===== src/rtl/video_pkg.sv =====
// Shared timing defaults, colour palette and enums for the video test-pattern source.
package video_pkg;

  localparam int DEF_H_ACTIVE = 640;
  localparam int DEF_H_FP     = 16;
  localparam int DEF_H_SYNC   = 96;
  localparam int DEF_H_BP     = 48;
  localparam int DEF_V_ACTIVE = 480;
  localparam int DEF_V_FP     = 10;
  localparam int DEF_V_SYNC   = 2;
  localparam int DEF_V_BP     = 33;

  localparam logic [23:0] DEF_SOLID_RGB = 24'hC8C8C8;
  localparam logic [23:0] RGB_BLACK     = 24'h000000;
  localparam logic [23:0] RGB_WHITE     = 24'hFFFFFF;

  typedef enum logic [1:0] {
    PAT_BARS    = 2'd0,
    PAT_GREY    = 2'd1,
    PAT_CHECKER = 2'd2,
    PAT_SOLID   = 2'd3
  } pattern_e;

  typedef enum logic {
    ST_IDLE = 1'b0,
    ST_RUN  = 1'b1
  } run_state_e;

  // Entry 0 is the leftmost bar; listed here from highest index down.
  localparam logic [7:0][23:0] BAR_PALETTE = {
    24'h000000, 24'h0000FF, 24'hFF0000, 24'hFF00FF,
    24'h00FF00, 24'h00FFFF, 24'hFFFF00, 24'hFFFFFF
  };

  function automatic logic [23:0] bar_colour(input logic [2:0] idx);
    return BAR_PALETTE[idx];
  endfunction

endpackage


===== src/rtl/video_timing_counter.sv =====
// Raster position counters, RUN/IDLE control and the active/sync decodes.
module video_timing_counter
  import video_pkg::*;
#(
  parameter int H_ACTIVE = DEF_H_ACTIVE,
  parameter int H_FP     = DEF_H_FP,
  parameter int H_SYNC   = DEF_H_SYNC,
  parameter int H_BP     = DEF_H_BP,
  parameter int V_ACTIVE = DEF_V_ACTIVE,
  parameter int V_FP     = DEF_V_FP,
  parameter int V_SYNC   = DEF_V_SYNC,
  parameter int V_BP     = DEF_V_BP,
  localparam int H_TOTAL = H_ACTIVE + H_FP + H_SYNC + H_BP,
  localparam int V_TOTAL = V_ACTIVE + V_FP + V_SYNC + V_BP,
  localparam int HW      = $clog2(H_TOTAL),
  localparam int VW      = $clog2(V_TOTAL)
) (
  input  logic          clk,
  input  logic          rst,
  input  logic          enable,
  output logic [HW-1:0] hcnt,
  output logic          vtile,
  output logic          active,
  output logic          hsync_on,
  output logic          vsync_on,
  output logic          frame_start,
  output logic          load_pattern
);

  localparam logic [HW-1:0] H_LAST   = HW'(H_TOTAL - 1);
  localparam logic [HW-1:0] H_ACT_END = HW'(H_ACTIVE);
  localparam logic [HW-1:0] HS_START = HW'(H_ACTIVE + H_FP);
  localparam logic [HW-1:0] HS_END   = HW'(H_ACTIVE + H_FP + H_SYNC);
  localparam logic [VW-1:0] V_LAST   = VW'(V_TOTAL - 1);
  localparam logic [VW-1:0] V_ACT_END = VW'(V_ACTIVE);
  localparam logic [VW-1:0] VS_START = VW'(V_ACTIVE + V_FP);
  localparam logic [VW-1:0] VS_END   = VW'(V_ACTIVE + V_FP + V_SYNC);

  run_state_e    state_q, state_d;
  logic [HW-1:0] hcnt_q, hcnt_d;
  logic [VW-1:0] vcnt_q, vcnt_d;
  logic          live_q, live_d;

  // live_q stays low for the first RUN cycle so pixel (0,0) is presented a cycle later.
  always_comb begin
    state_d      = state_q;
    hcnt_d       = hcnt_q;
    vcnt_d       = vcnt_q;
    live_d       = live_q;
    load_pattern = 1'b0;
    case (state_q)
      ST_IDLE: begin
        hcnt_d = '0;
        vcnt_d = '0;
        live_d = 1'b0;
        if (enable) begin
          state_d      = ST_RUN;
          load_pattern = 1'b1;
        end
      end
      ST_RUN: begin
        if (!enable) begin
          state_d = ST_IDLE;
          hcnt_d  = '0;
          vcnt_d  = '0;
          live_d  = 1'b0;
        end else if (!live_q) begin
          live_d = 1'b1;
        end else if (hcnt_q == H_LAST) begin
          hcnt_d = '0;
          if (vcnt_q == V_LAST) begin
            vcnt_d       = '0;
            load_pattern = 1'b1;
          end else begin
            vcnt_d = vcnt_q + 1'b1;
          end
        end else begin
          hcnt_d = hcnt_q + 1'b1;
        end
      end
      default: state_d = ST_IDLE;
    endcase
  end

  always_ff @(posedge clk) begin
    if (rst) begin
      state_q <= ST_IDLE;
      hcnt_q  <= '0;
      vcnt_q  <= '0;
      live_q  <= 1'b0;
    end else begin
      state_q <= state_d;
      hcnt_q  <= hcnt_d;
      vcnt_q  <= vcnt_d;
      live_q  <= live_d;
    end
  end

  assign hcnt        = hcnt_q;
  assign vtile       = vcnt_q[5];
  assign active      = live_q && (hcnt_q < H_ACT_END) && (vcnt_q < V_ACT_END);
  assign hsync_on    = live_q && (hcnt_q >= HS_START) && (hcnt_q < HS_END);
  assign vsync_on    = live_q && (vcnt_q >= VS_START) && (vcnt_q < VS_END);
  assign frame_start = live_q && (hcnt_q == '0) && (vcnt_q == '0);

endmodule


===== src/rtl/video_pattern_source.sv =====
// Video timing and test-pattern generator: raster counters plus pattern
// generation and a registered pixel-stream output.
module video_pattern_source
  import video_pkg::*;
#(
  parameter int          H_ACTIVE        = DEF_H_ACTIVE,
  parameter int          H_FP            = DEF_H_FP,
  parameter int          H_SYNC          = DEF_H_SYNC,
  parameter int          H_BP            = DEF_H_BP,
  parameter int          V_ACTIVE        = DEF_V_ACTIVE,
  parameter int          V_FP            = DEF_V_FP,
  parameter int          V_SYNC          = DEF_V_SYNC,
  parameter int          V_BP            = DEF_V_BP,
  parameter bit          SYNC_ACTIVE_LOW = 1'b1,
  parameter logic [23:0] SOLID_RGB       = DEF_SOLID_RGB,
  localparam int         H_TOTAL         = H_ACTIVE + H_FP + H_SYNC + H_BP,
  localparam int         HW              = $clog2(H_TOTAL)
) (
  input  logic        CLK,
  input  logic        RST,
  input  logic        Enable,
  input  logic [1:0]  PatternSel,
  output logic        HSync,
  output logic        VSync,
  output logic        DataEnable,
  output logic [23:0] RGBout,
  output logic        FrameStart
);

  localparam int BAR_W = H_ACTIVE / 8;

  logic [HW-1:0] hcnt;
  logic          vtile;
  logic          active;
  logic          hsync_on;
  logic          vsync_on;
  logic          frame_start;
  logic          load_pattern;

  video_timing_counter #(
    .H_ACTIVE (H_ACTIVE),
    .H_FP     (H_FP),
    .H_SYNC   (H_SYNC),
    .H_BP     (H_BP),
    .V_ACTIVE (V_ACTIVE),
    .V_FP     (V_FP),
    .V_SYNC   (V_SYNC),
    .V_BP     (V_BP)
  ) u_timing (
    .clk          (CLK),
    .rst          (RST),
    .enable       (Enable),
    .hcnt         (hcnt),
    .vtile        (vtile),
    .active       (active),
    .hsync_on     (hsync_on),
    .vsync_on     (vsync_on),
    .frame_start  (frame_start),
    .load_pattern (load_pattern)
  );

  pattern_e      pat_q, pat_d;
  logic          hsync_q, hsync_d;
  logic          vsync_q, vsync_d;
  logic          de_q, de_d;
  logic [23:0]   rgb_q, rgb_d;
  logic          fs_q, fs_d;
  logic [HW-1:0] bar_idx;
  logic [23:0]   pixel;

  // Pixels past the eighth bar (when H_ACTIVE is not a multiple of 8) are black.
  always_comb begin
    bar_idx = hcnt / HW'(BAR_W);
    pixel   = RGB_BLACK;
    case (pat_q)
      PAT_BARS:    pixel = (bar_idx < HW'(8)) ? bar_colour(bar_idx[2:0]) : RGB_BLACK;
      PAT_GREY:    pixel = {3{hcnt[7:0]}};
      PAT_CHECKER: pixel = (hcnt[5] ^ vtile) ? RGB_WHITE : RGB_BLACK;
      PAT_SOLID:   pixel = SOLID_RGB;
      default:     pixel = RGB_BLACK;
    endcase
  end

  always_comb begin
    pat_d   = load_pattern ? pattern_e'(PatternSel) : pat_q;
    hsync_d = hsync_on ^ SYNC_ACTIVE_LOW;
    vsync_d = vsync_on ^ SYNC_ACTIVE_LOW;
    de_d    = active;
    rgb_d   = active ? pixel : RGB_BLACK;
    fs_d    = frame_start;
  end

  always_ff @(posedge CLK) begin
    if (RST) begin
      pat_q   <= PAT_BARS;
      hsync_q <= SYNC_ACTIVE_LOW;
      vsync_q <= SYNC_ACTIVE_LOW;
      de_q    <= 1'b0;
      rgb_q   <= RGB_BLACK;
      fs_q    <= 1'b0;
    end else begin
      pat_q   <= pat_d;
      hsync_q <= hsync_d;
      vsync_q <= vsync_d;
      de_q    <= de_d;
      rgb_q   <= rgb_d;
      fs_q    <= fs_d;
    end
  end

  assign HSync      = hsync_q;
  assign VSync      = vsync_q;
  assign DataEnable = de_q;
  assign RGBout     = rgb_q;
  assign FrameStart = fs_q;

endmodule


===== config.mk =====
export PLATFORM = sky130hd
export DESIGN_NAME = video_pattern_source
export DESIGN_NICKNAME = d
export VERILOG_FILES = /design/src/rtl/video_pkg.sv /design/src/rtl/video_timing_counter.sv /design/src/rtl/video_pattern_source.sv
export SDC_FILE = /design/constraint.sdc
export NUM_CORES = 1
export LEC_CHECK = 0
export BUFFER_PORTS_ARGS = -buffer_cell sky130_fd_sc_hd__buf_2
export CAP_MARGIN = 10
export CORE_UTILIZATION = 60
export CTS_BUF_LIST = sky130_fd_sc_hd__clkbuf_8 sky130_fd_sc_hd__clkbuf_16
export DETAILED_ROUTE_END_ITERATION = 10
export PLACE_DENSITY_LB_ADDON = 0.3
export SLEW_MARGIN = 15
export SYNTH_ARGS = -nofsm -noshare
export SYNTH_HDL_FRONTEND = slang
export SYNTH_SLANG_ARGS = --single-unit

===== constraint.sdc =====
create_clock -name CLK -period 4.15 [get_ports CLK]
set_clock_uncertainty 0.2 [all_clocks]
set_input_delay 0.6225 -clock CLK [delete_from_list [all_inputs] [get_ports CLK]]
set_output_delay 0.6225 -clock CLK [all_outputs]
set_load 0.05 [all_outputs]

==> metrics.cfg <==
[logic_synthesis]
synthDistinctLibCells = 43
async_reset_ff_share_pct = 0
syn_area_um2 = 2250
synth_cells = 253
synth_ff_type = dfxtp_1
synth.avg_cell_area_um2 = 8.89
synth_nets = 262
yosysWarnings = 0
synth-edff-count = 0
seq_area_frac_synth_pct = 46.3
synth-seq-cells = 52

[floorplan]
coreArea_um2 = 3470
die_area_um2 = 4000
die_x_um = 63.2
die_y_um = 63.2
rows = 21
initial_core_util_pct = 64.9
io_pins = 33

[finish]
fill_cells = 270
area_growth_pct = 11.3
diodes = 0
drive_gt1_share_pct = 16.0
final_nets = 290

[detailed_routing]
wirelength_um = 5000
viasPerCell = 6.13
postRouteAntennaNets = 0
wl_per_cell_um = 15.3
drt_iter0_markers = 188
routed-via-count = 2009
drc = 0
dr.pass1.iters = 5

[setup_path]
r2r_start = u_timing.hcnt[0]
cp.required_ns = 4.19
cp-end-kind = flop
crit_fanout = 15
cp.arrival_ns = 2.57
rr_worst_depth = 5
r2r_slack_ns = 1.62
r2r-end = u_timing.vcnt_q[9]
critical_path.startpoint_type = flop
crit_start = u_timing.hcnt[0]
criticalPathCategory = flop to flop

[place]
place.gp.congestion = 0.873
io_buffers = 32
place_ws_ns = 1.69
dp_hpwl_um = 3490

[flow_run]
max_cap_violations = 0

[pwr]
internal-power_mw = 0.653
peakVddDrop_mv = 0.278
netSwitchingFraction_pct = 23.7
power_leakage_nw = 0.959
p_clk_share_pct = 35.3
switching_power_mw = 0.203
power_frac_seq_pct = 59.4
p_comb_share_pct = 5.3
powerDensity_nw_per_um2 = 342

[outcome]
status = finished clean

[timing]
period_share_pct = 60.9
setup_slack_ns = 1.62
relSlewSlack_pct = 31.9
min_period_ns = 2.53
slew_viol_final = 0
finalSetupTns_ns = 0
rsz0062_at_grt = no
setup_viol = 0
tightest_slew_ns = 1.01
fin_hold_ws_ns = 0.326
fmax_mhz = 396
finalHoldViolations = 0

[global_route]
antenna_found_initial = 0
grt_pass1_wl_um = 8340
overflow = 0
grt_max_degree = 27
grtUsageTotal_pct = 27.1
grt_pass1_vias = 1813

[clock_tree]
ctsResizeCount = 0
numCtsBuffers = 5
cts_root_buffer = clkbuf_8
cts_setup_buffers = 0
tritoncts = yes
postCtsHoldBufs = 0
htreeDepth = 2
clockBufferDepth = 2
path_clk_slew_ns = 0.09
clock_sinks = 52
insertion_delay_ns = 0.31

[min_path]
min_to = u_timing.vcnt_q[4]
hold-path-cell-count = 2
hold_path.startpoint = u_timing.vcnt_q[4]
min_path_type = flop to flop

registers in the layout, summed over array words and instances (netlist names):
register	count
DataEnable	1
FrameStart	1
HSync	1
RGBout	24
VSync	1
pat_q	2
u_timing.hcnt	10
u_timing.live_q	1
u_timing.state_q	1
u_timing.vcnt_q	10
cell type report:
| cell class | count | area, um2 | share of cell area (%) |
|---|---|---|---|
| timing repair buffer | 32 | 160 | 6.40 |
| multi-input combinational | 178 | 1100 | 44.1 |
| sequential | 52 | 1040 | 41.6 |
| inverter | 12 | 45.0 | 1.80 |
| clock inverter | 2 | 13.8 | 0.550 |
| clock buffer | 6 | 82.6 | 3.30 |
| tap | 46 | 57.6 | 2.30 |
per-stage QoR:
stage          instances  power (mW)  util (%)  instance area (um2)
4_1_cts              328       0.857      72.2                 2500
3_3_place_gp         320       0.564      69.4                 2410
2_1_floorplan        253       0.553         -                 2250
3_5_place_dp         320       0.565      69.4                 2410
5_1_grt              328       0.882      72.2                 2500
6_report             328       0.856      72.2                 2500
critical path, stage by stage, from the launching register on:
cell and delay (ns):
dfxtp_1 0.42, ha_1 0.26, nor3b_2 0.31, a41oi_1 0.49, or4_1 0.64, a21oi_1 0.15
cell usage after synthesis (3+ instances only):
cell,count,share of area [%]
o31ai_1,4,1.3
ha_1,4,2.2
nor2b_1,6,1.7
nand4_1,9,2.5
and2_1,4,1.1
a21oi_1,30,6.7
inv_1,12,2.0
clkbuf_1,3,0.50
nor3_1,5,1.1
nand2_1,11,1.8
and3_1,3,0.83
o21ai_0,9,2.0
mux2i_1,3,1.3
or3_1,6,1.7
buf_2,6,1.3
nor2_1,15,2.5
nand2b_1,9,2.5
o22ai_1,9,2.5
xnor2_1,5,1.9
or4_1,4,1.3
nand3_1,13,2.9
xor2_1,5,1.9
dfxtp_1,52,46
power by group through the flow:
stage	clock network (mW)	logic (mW)	registers, mW
2_1_floorplan	0	0.0197	0.534
3_3_place_gp	0	0.0443	0.520
3_5_place_dp	0	0.0450	0.520
4_1_cts	0.303	0.0455	0.509
5_1_grt	0.323	0.0492	0.509
6_report	0.302	0.0457	0.509
layout by cell type, fill, tap and decap left out, types with 5 or more instances in the layout:
master | Yosys | layout
clkbuf_8 | 0 | 6
nand2b_1 | 9 | 9
nor3_1 | 5 | 5
inv_1 | 12 | 12
xnor2_1 | 5 | 5
nand3_1 | 13 | 13
dfxtp_1 | 52 | 52
xor2_1 | 5 | 5
o21ai_0 | 9 | 9
nand4_1 | 9 | 9
o22ai_1 | 9 | 9
nand2_1 | 11 | 11
or3_1 | 6 | 6
nor2b_1 | 6 | 6
buf_2 | 6 | 32
nor2_1 | 15 | 15
a21oi_1 | 30 | 30
worst max path at each step:
stage	to	slack, ns	cells past startpoint
2_1_floorplan	RGBout[0]	2.05	5
3_3_place_gp	RGBout[0]	1.80	5
3_5_place_dp	u_timing.vcnt_q[7]	1.69	5
4_1_cts	u_timing.vcnt_q[7]	1.68	5
5_1_grt	u_timing.vcnt_q[9]	1.45	5
6_report	u_timing.vcnt_q[9]	1.62	5
cells by family (layout without fill, tap and decap cells):
group                    after synthesis  after routing  share of synthesized area, %
AO/OA/AOI/OAI                         66             66                          17.9
flip-flops                            52             52                          46.3
buffers and inverters                 23             52                          4.67
AND/OR/NAND/NOR                       95             95                          23.7
XOR/XNOR                              10             10                          3.89
adder cells (fa/ha/maj)                4              4                          2.22
multiplexers                           3              3                          1.33
metal layers:
metal	up-vias	wire, um	track usage (%)
met5	-	0	0
met4	0	50	13.4
met3	7	467	5.62
met2	110	2350	41.5
met1	922	2140	36.0
li1	970	-	-
Note: power is estimated with default switching activity, not from simulation.
